File: src/rtl/wb_dual_master_arb_pkg.sv
// Shared types and constants for the dual-master Wishbone arbiter.
package wb_dual_master_arb_pkg;

  typedef enum logic [1:0] {
    ST_IDLE  = 2'd0,
    ST_GNT_D = 2'd1,
    ST_GNT_I = 2'd2
  } arb_state_e;

  localparam logic [31:0] ERR_DATA_DEFAULT = 32'hDEADBEEF;
  localparam logic [31:0] ZERO_WORD        = 32'h0000_0000;
  localparam logic        RST_ENABLE       = 1'b1;

  // Bits needed to hold values 0..n inclusive.
  function automatic int unsigned cnt_width(input int unsigned n);
    return (n < 1) ? 1 : $clog2(n + 1);
  endfunction

endpackage

File: src/rtl/wb_timeout_cnt.sv
// Counts cycles a transfer has been granted; flags the last allowed cycle.
module wb_timeout_cnt
  import wb_dual_master_arb_pkg::*;
#(
  parameter int unsigned TIMEOUT_CYC = 256
) (
  input  logic clk,
  input  logic rst,
  input  logic clear,
  input  logic enable,
  output logic expired
);

  localparam int unsigned W = cnt_width(TIMEOUT_CYC);

  logic [W-1:0] count_q, count_d;

  assign expired = (count_q == W'(TIMEOUT_CYC - 1));

  always_comb begin
    count_d = count_q;
    if (clear) begin
      count_d = '0;
    end else if (enable && !expired) begin
      count_d = count_q + W'(1);
    end
  end

  always_ff @(posedge clk) begin
    if (rst == RST_ENABLE) begin
      count_q <= '0;
    end else begin
      count_q <= count_d;
    end
  end

endmodule

File: src/rtl/wb_dual_master_arb.sv
// Arbitrates the core's I and D Wishbone masters onto one slave port,
// with I-starvation protection and a bus timeout that forces completion.
module wb_dual_master_arb
  import wb_dual_master_arb_pkg::*;
#(
  parameter int unsigned TIMEOUT_CYC = 256,
  parameter int unsigned STARVE_MAX  = 4,
  parameter logic [31:0] ERR_DATA    = ERR_DATA_DEFAULT
) (
  input  logic        clk,
  input  logic        rst,
  output logic [31:0] i_data_o,
  output logic        i_ack_o,
  input  logic [31:0] i_addr_i,
  input  logic        i_stb_i,
  input  logic        i_cyc_i,
  output logic [31:0] d_data_o,
  output logic        d_ack_o,
  input  logic [31:0] d_addr_i,
  input  logic [31:0] d_data_i,
  input  logic        d_we_i,
  input  logic [3:0]  d_sel_i,
  input  logic        d_stb_i,
  input  logic        d_cyc_i,
  input  logic [31:0] s_data_i,
  input  logic        s_ack_i,
  output logic [31:0] s_addr_o,
  output logic [31:0] s_data_o,
  output logic        s_we_o,
  output logic [3:0]  s_sel_o,
  output logic        s_stb_o,
  output logic        s_cyc_o,
  output logic        timeout_o
);

  localparam int unsigned SW = cnt_width(STARVE_MAX);

  arb_state_e    state_q, state_d;
  logic [SW-1:0] starve_q, starve_d;
  logic          req_i, req_d;
  logic          granted, m_cyc, m_stb;
  logic          fire_tmo, ack_out;
  logic [31:0]   data_out;
  logic          tmo_expired;

  assign req_i   = i_cyc_i & i_stb_i;
  assign req_d   = d_cyc_i & d_stb_i;
  assign granted = (state_q != ST_IDLE);

  wb_timeout_cnt #(.TIMEOUT_CYC(TIMEOUT_CYC)) u_timeout (
    .clk    (clk),
    .rst    (rst),
    .clear  (!granted),
    .enable (granted),
    .expired(tmo_expired)
  );

  always_comb begin
    state_d  = state_q;
    starve_d = starve_q;
    case (state_q)
      ST_IDLE: begin
        // Counter can only reach STARVE_MAX: at that value I wins and it clears.
        if (req_i && req_d) begin
          if (starve_q == SW'(STARVE_MAX)) begin
            state_d  = ST_GNT_I;
            starve_d = '0;
          end else begin
            state_d  = ST_GNT_D;
            starve_d = starve_q + SW'(1);
          end
        end else if (req_i) begin
          state_d  = ST_GNT_I;
          starve_d = '0;
        end else begin
          if (req_d) begin
            state_d = ST_GNT_D;
          end
          starve_d = '0;
        end
      end
      ST_GNT_D, ST_GNT_I: begin
        if (!m_cyc || s_ack_i || tmo_expired) begin
          state_d = ST_IDLE;
        end
      end
      default: state_d = ST_IDLE;
    endcase
  end

  always_comb begin
    s_addr_o = ZERO_WORD;
    s_data_o = ZERO_WORD;
    s_we_o   = 1'b0;
    s_sel_o  = 4'h0;
    m_cyc    = 1'b0;
    m_stb    = 1'b0;
    case (state_q)
      ST_GNT_D: begin
        s_addr_o = d_addr_i;
        s_data_o = d_data_i;
        s_we_o   = d_we_i;
        s_sel_o  = d_sel_i;
        m_cyc    = d_cyc_i;
        m_stb    = d_stb_i;
      end
      ST_GNT_I: begin
        s_addr_o = i_addr_i;
        s_sel_o  = 4'hF;
        m_cyc    = i_cyc_i;
        m_stb    = i_stb_i;
      end
      default: ;
    endcase

    // A dropped cyc is a flush: no ack and no timeout for that master.
    fire_tmo  = granted & m_cyc & ~s_ack_i & tmo_expired;
    ack_out   = granted & m_cyc & (s_ack_i | tmo_expired);
    data_out  = fire_tmo ? ERR_DATA : s_data_i;
    s_cyc_o   = m_cyc & ~fire_tmo;
    s_stb_o   = m_stb & m_cyc & ~fire_tmo;
    timeout_o = fire_tmo;

    d_ack_o  = (state_q == ST_GNT_D) & ack_out;
    d_data_o = (state_q == ST_GNT_D) ? data_out : ZERO_WORD;
    i_ack_o  = (state_q == ST_GNT_I) & ack_out;
    i_data_o = (state_q == ST_GNT_I) ? data_out : ZERO_WORD;
  end

  always_ff @(posedge clk) begin
    if (rst == RST_ENABLE) begin
      state_q  <= ST_IDLE;
      starve_q <= '0;
    end else begin
      state_q  <= state_d;
      starve_q <= starve_d;
    end
  end

endmodule

File: config.mk
export PLATFORM = sky130hd
export DESIGN_NAME = wb_dual_master_arb
export DESIGN_NICKNAME = d
export VERILOG_FILES = /design/src/rtl/wb_dual_master_arb_pkg.sv /design/src/rtl/wb_timeout_cnt.sv /design/src/rtl/wb_dual_master_arb.sv
export SDC_FILE = /design/constraint.sdc
export NUM_CORES = 1
export LEC_CHECK = 0
export BUFFER_PORTS_ARGS = -buffer_cell sky130_fd_sc_hd__buf_2
export CAP_MARGIN = 20
export CORE_AREA = 2 2 107 109
export DETAILED_ROUTE_END_ITERATION = 8
export DIE_AREA = 0 0 109 111
export MAX_ROUTING_LAYER = met4
export PLACE_DENSITY = 0.55
export REMOVE_ABC_BUFFERS = 1
export SYNTH_ARGS = -nofsm -noshare
export SYNTH_HDL_FRONTEND = slang
export SYNTH_SLANG_ARGS = --single-unit
File: constraint.sdc
create_clock -name clk -period 4.17 [get_ports clk]
set_input_delay 0.6255 -clock clk [delete_from_list [all_inputs] [get_ports clk]]
set_output_delay 0.6255 -clock clk [all_outputs]
set_load 0.05 [all_outputs]
Word-level counts from Yosys, hierarchy flattened
Index checks and enable logic that the tools add are counted.
{ "op_classes": {"add_sub_neg": 2, "n_eq_ne": 6, "n_mux": 17, "bitwise_logic": 15, "reduce_logical": 11} }
{ "ops": {"columns": ["cell", "n"], "rows": [
  ["32-bit two-way mux", 4],
  ["32-bit one-hot mux with 2 select lines", 1],
  ["1-bit bitwise AND", 11],
  ["2-bit two-way mux", 5],
  ["9-bit by 1-bit adder with 9-bit output, second input constant", 1],
  ["9-bit by 8-bit == test with 1-bit output, second input constant", 1],
  ["4-bit one-hot mux with 2 select lines", 1],
  ["3-bit two-way mux", 2],
  ["4-bit inequality test, second input constant", 1],
  ["1-bit one-hot mux with 2 select lines", 2],
  ["2-bit one-hot mux with 2 select lines", 1],
  ["2-bit OR reduction", 2],
  ["3-bit by 1-bit adder with 3-bit output, second input constant", 1],
  ["3-bit == test, second input constant", 1],
  ["1-bit inverter", 3],
  ["2-bit by 1-bit == test with 1-bit output, second input constant", 1],
  ["2-bit == test, second input constant", 1],
  ["1-bit logical AND", 2],
  ["1-bit zero test", 2],
  ["2-bit zero test", 1],
  ["1-bit logical OR", 2],
  ["2-bit inequality test, second input constant", 1],
  ["2-bit AND reduction", 1],
  ["2-bit nonzero test", 1],
  ["other kinds (2)", 2]
]} }
{ "word_totals": {"register_bits": 14, "input_bits": 140, "output_inout_bits": 138, "elab_cells": 54} }

Logic depth before layout (Yosys ltp)
{ "depth": {"word_depth": 7, "depth_mapped": 11, "ltp_nobuf": 8} }

By module
From an unflattened synthesis, not the netlist that was laid out.
{ "unflattened": {"hier_cells": 298, "hier_area_um2": 2148.3} }
{ "by_module_without_submodules": {"columns": ["mod", "instances", "cells_per_inst", "area_each_um2", "seq_area_each_um2"], "rows": [
  ["wb_dual_master_arb", 1, 251, 1731.7, 100.1],
  ["wb_timeout_cnt", 1, 47, 416.6, 180.2]
]} }

Worst setup path after synthesis
OpenSTA, ideal clock, no wires.
{ "synth_path": {"path_type": "flip-flop to output port", "from": "register u_timeout.count_q[3]", "to": "output d_ack_o", "t_arrival_ns": 2.699, "required_ns": 3.544, "setup_slack_ns": 0.845, "stages_incl_launch_ff": 8, "n_path_buf": 1, "cell_sequence": "dfxtp_1 > and2_1 > nand3_1 > nor2_1 > ha_1 > buf_4 > nor2_1 > nor4b_1"} }
{ "synth_between": {"elab_chain_len": 4} }
{ "synth_lines": {"columns": ["item", "line_no", "source"], "rows": [
  ["from (decl)", "wb_timeout_cnt.sv:16", "logic [W-1:0] count_q, count_d;"],
  ["from (signal assigned)", "wb_timeout_cnt.sv:33", "count_q <= count_d;"],
  ["9-bit by 8-bit == test with 1-bit output", "wb_timeout_cnt.sv:18", "assign expired = (count_q == W'(TIMEOUT_CYC - 1));"],
  ["1-bit OR", "wb_dual_master_arb.sv:118", "ack_out = granted & m_cyc & (s_ack_i | tmo_expired);"],
  ["1-bit bitwise AND", "wb_dual_master_arb.sv:118", null],
  ["1-bit bitwise AND", "wb_dual_master_arb.sv:124", "d_ack_o = (state_q == ST_GNT_D) & ack_out;"],
  ["to (decl)", "wb_dual_master_arb.sv:18", "output logic d_ack_o,"]
]} }
No other way between the ends.

Worst setup path in the final report
{ "layout_path": {"from": "register u_timeout.count_q[3]", "to": "output i_data_o[30]"} }
{ "layout_between": {"elab_chain_len": 4} }
{ "layout_lines": {"columns": ["item", "line_no", "source"], "rows": [
  ["9-bit by 8-bit == test with 1-bit output", "wb_timeout_cnt.sv:18", null],
  ["1-bit bitwise AND", "wb_dual_master_arb.sv:117", "fire_tmo = granted & m_cyc & ~s_ack_i & tmo_expired;"],
  ["32-bit two-way mux", "wb_dual_master_arb.sv:119", "data_out = fire_tmo ? ERR_DATA : s_data_i;"],
  ["32-bit two-way mux", "wb_dual_master_arb.sv:127", "i_data_o = (state_q == ST_GNT_I) ? data_out : ZERO_WORD;"],
  ["to (decl)", "wb_dual_master_arb.sv:12", "output logic [31:0] i_data_o,"]
]} }
No other way between the ends.

==> impl_summary.log <==
INFO  metric synth_mux_area_share = under 10%
INFO  metric unrepaired_setup_endpoints_after_global_routing = no
INFO  metric detail_route.drc_violations = 0
INFO  metric power.leakage = 2.03 nW
INFO  metric worst_hold_path_type = reg2reg
INFO  metric worstPathBufferInverterCount = 2
INFO  metric worst_tran_pin_value = slightly below 0.8 ns
INFO  metric required = roughly 3.5 ns
INFO  metric clock_tree_from_tritoncts = done
INFO  metric first_pass_grt_wire_length = roughly 16,000 um
INFO  metric cp.arrival = 3.09 ns
INFO  metric syn_area_per_cell = approximately 7.2 um2
INFO  metric cts.sink_count = 14
INFO  metric adder_and_majority_gate_portion_of_the_synthesized_area = approximately 4%
INFO  metric area_growth_syn_to_layout = 73.1%
INFO  metric place_worst_setup_slack = approximately 0.72 ns
INFO  metric rows = 39
INFO  metric initial_drt_pass_iterations = 4
INFO  metric critical_path.startpoint_type = flop
INFO  metric via_count_of_the_first_global_routing_pass = ~2.9k
INFO  metric synth_xor_xnor_area_share = slightly above 2%
INFO  metric drive_gt1_share = 52.9%
INFO  metric fmaxAchievable = about 0.27 GHz
INFO  metric synth_top_family_by_area = simple AND/OR/NAND/NOR gates
INFO  metric min_period_over_period = ~89%
INFO  metric status = complete, no violations
INFO  metric via_per_inst = approximately 4.5
INFO  metric commonest_non_fill_non_tap_cell_in_the_layout = buf_2
INFO  metric final_nets = roughly 700
INFO  metric hold_violations = 0
INFO  metric detail_route.wirelength = around 12,000 um
INFO  metric grt_util_all_layers = 17.8%
INFO  metric synthDistinctLibCells = 37
INFO  metric netlist_instances = ~300
INFO  metric wl_per_cell = between 15 and 20 um
INFO  metric worst_path_max_delay_cell = inv_2
INFO  metric start_util = 19.2%
INFO  metric setup.worst_path.class = reg2out
INFO  metric die_area = ~0.012 mm2
INFO  metric die_span_x = around 110 um
INFO  metric ys_seq_elements = 14
INFO  metric cpLargestDelayFamily = simple AND/OR/NAND/NOR gates
INFO  metric report.final.setup_viol = 0
INFO  metric synth-simple-area-share = a little under two fifths
INFO  metric clock_skew = ~0.0028 ns
INFO  metric detailed_place_hpwl = between 9000 and 10,000 um
INFO  metric synthesis.yosys.warnings = 0
INFO  metric postCtsSetupBuffers = 0
INFO  metric crit_path_max_cell_delay = ~0.7 ns
INFO  metric finalWorstPathRequiredPeriod = between 3 and 4 ns
INFO  metric final_max_slew_viol_count = 0
INFO  metric slew_headroom = between 40% and 50%
INFO  metric boundaryPins = 278
INFO  metric tritoncts.num_buffers = 3
INFO  metric detailedRoute.firstIterationViolations = 180
INFO  metric yosysSeqAreaShare = between 10% and 20%
INFO  metric critPathCaptureType = primary output
INFO  metric power.density_cell_area = between 300 and 400 mW/mm2
INFO  metric clock_latency = roughly 0.25 ns
INFO  metric vdd.ir_drop.worst = 178 uV
INFO  metric ctsResizeCount = 0
INFO  metric gp_routability_congestion = ~0.85
INFO  metric most-common-layout-cells = buf_2, o21a_1, nor2b_1, and2_1, a22oi_1
INFO  metric synth_area = 0.00212 mm2
INFO  metric grt_antenna_before_repair = 11
INFO  metric clock_tree.buffer_depth = 2
INFO  metric clk_root_buffer_cell = clkbuf_16
INFO  metric setup_total_negative_slack = 0 ns
INFO  metric grt_overflow_total = 0
INFO  metric crit_fanout = just under 50
INFO  metric detailroute.via_count = ~3.2k
INFO  metric grt_start_max_net_pins = between 70 and 80
INFO  metric die-height = around 110 um
INFO  metric clkSlewWorstSetupHoldPaths = approximately 0.05 ns
INFO  metric place.port_buffers = 277
INFO  metric synth_compound_gate_area_share = between 30% and 40%
INFO  metric cts_max_level = 1
INFO  metric floorplan.core_area = between 0.01 and 0.015 mm2
INFO  metric fin_ws = ~0.46 ns
INFO  metric critical_path.cell_chain = and2_1, nand3_1, nor2_1, ha_1, nor3b_4, nand3_2, inv_2, o21a_1, buf_2
INFO  metric drt.antenna.violating_nets = 0
INFO  metric postCtsHoldBufs = 0
INFO  metric maxCapViolations = 0
-- final timing paths --
kind / start / to / slack (ns) / cells after the start
setup reg to reg: u_timeout.count_q[4]$_SDFFE_PP0P_ / u_timeout.count_q[6]$_SDFFE_PP0P_ / 2.23 / 8
setup / recovery: u_timeout.count_q[3]$_SDFFE_PP0P_ / i_data_o[30] / 0.46 / 9
hold reg to reg: u_timeout.count_q[7]$_SDFFE_PP0P_ / u_timeout.count_q[7]$_SDFFE_PP0P_ / 0.49 / 2
hold / removal: u_timeout.count_q[7]$_SDFFE_PP0P_ / u_timeout.count_q[7]$_SDFFE_PP0P_ / 0.49 / 2
-- state kept, by name, summed over array words and instances (netlist names) --
name / count
starve_q: 3
u_timeout.count_q: 9
state_q: 2
-- tightest hold or removal path, stage by stage, from the launching register on --
cell and delay (ns):
dfxtp_1 0.32, o211ai_1 0.08, nand2_1 0.05
-- layer usage --
layer	vias to the layer above	wire [um]	global-route usage [%]
li1	1556	-	-
met3	12	1500	8.05
met2	141	4940	26.7
met4	0	112	2.56
met5	-	0	-
met1	1449	5030	22.5
-- synth_stat cells --
library cell / count / area share [%]
nor4b_1: 2 / 0.82
o22ai_1: 1 / 0.29
nand2_1: 7 / 1.2
buf_2: 8 / 1.9
a31oi_1: 1 / 0.29
nand3_1: 4 / 0.94
nand4b_1: 1 / 0.41
or3b_2: 1 / 0.41
nor2_1: 13 / 2.3
nand2b_1: 3 / 0.88
inv_2: 1 / 0.18
a22o_1: 1 / 0.41
nor3_1: 3 / 0.71
a22oi_1: 33 / 12
buf_4: 1 / 0.35
nand4_1: 2 / 0.59
or2_1: 1 / 0.29
a21oi_1: 8 / 1.9
o211ai_1: 1 / 0.35
o31ai_1: 1 / 0.35
o21a_1: 48 / 17
inv_1: 5 / 0.88
nor2b_1: 42 / 12
and2_1: 34 / 10
o21ai_0: 1 / 0.24
buf_6: 3 / 1.6
nor3b_4: 1 / 0.88
xnor2_1: 1 / 0.41
and3_1: 17 / 5.0
nor4bb_1: 1 / 0.47
nand3_2: 1 / 0.47
xor2_1: 4 / 1.6
mux2i_1: 3 / 1.4
ha_1: 7 / 4.1
or4_1: 1 / 0.35
clkbuf_1: 21 / 3.7
dfxtp_1: 14 / 13
-- layout make-up --
type,instances,area (um2)
Sequential cell,14,280
Antenna cell,9,22.5
Multi-Input combinational cell,244,1680
Tap cell,143,179
Inverter,6,22.5
Fill cell,1242,7400
Timing Repair Buffer,280,1410
Clock buffer,4,88.8
-- power by group --
group / internal [mW] / total, mW / switching, mW / leakage [nW]
clock network: 0.146 / 0.204 / 0.0582 / 0.0442
logic: 0.241 / 0.854 / 0.613 / 1.88
registers: 0.139 / 0.143 / 0.00451 / 0.113
-- kinds of logic (layout without fill, tap and decap cells) --
group	Yosys count	count (layout)
AND/OR/NAND/NOR	134	134
AO/OA/AOI/OAI	95	95
buffers and inverters	39	290
flip-flops	14	14
adder cells (fa/ha/maj)	7	7
XOR/XNOR	5	5
multiplexers	3	3
other	0	9
-- per-stage QoR --
step | total power, mW | instances | instance area, um2 | utilization (%) | hold slack [ns]
3_5_place_dp | 1.00 | 687 | 3570 | 32.2 | 0.487
2_1_floorplan | 0.759 | 264 | 1960 | - | 0.454
5_1_grt | 1.26 | 700 | 3680 | 33.2 | 0.520
6_report | 1.20 | 700 | 3680 | 33.2 | 0.492
4_1_cts | 1.21 | 691 | 3660 | 33.0 | 0.497
3_3_place_gp | 0.993 | 687 | 3570 | 32.2 | 0.473
No activity file was read; power rests on OpenSTA's default activity.
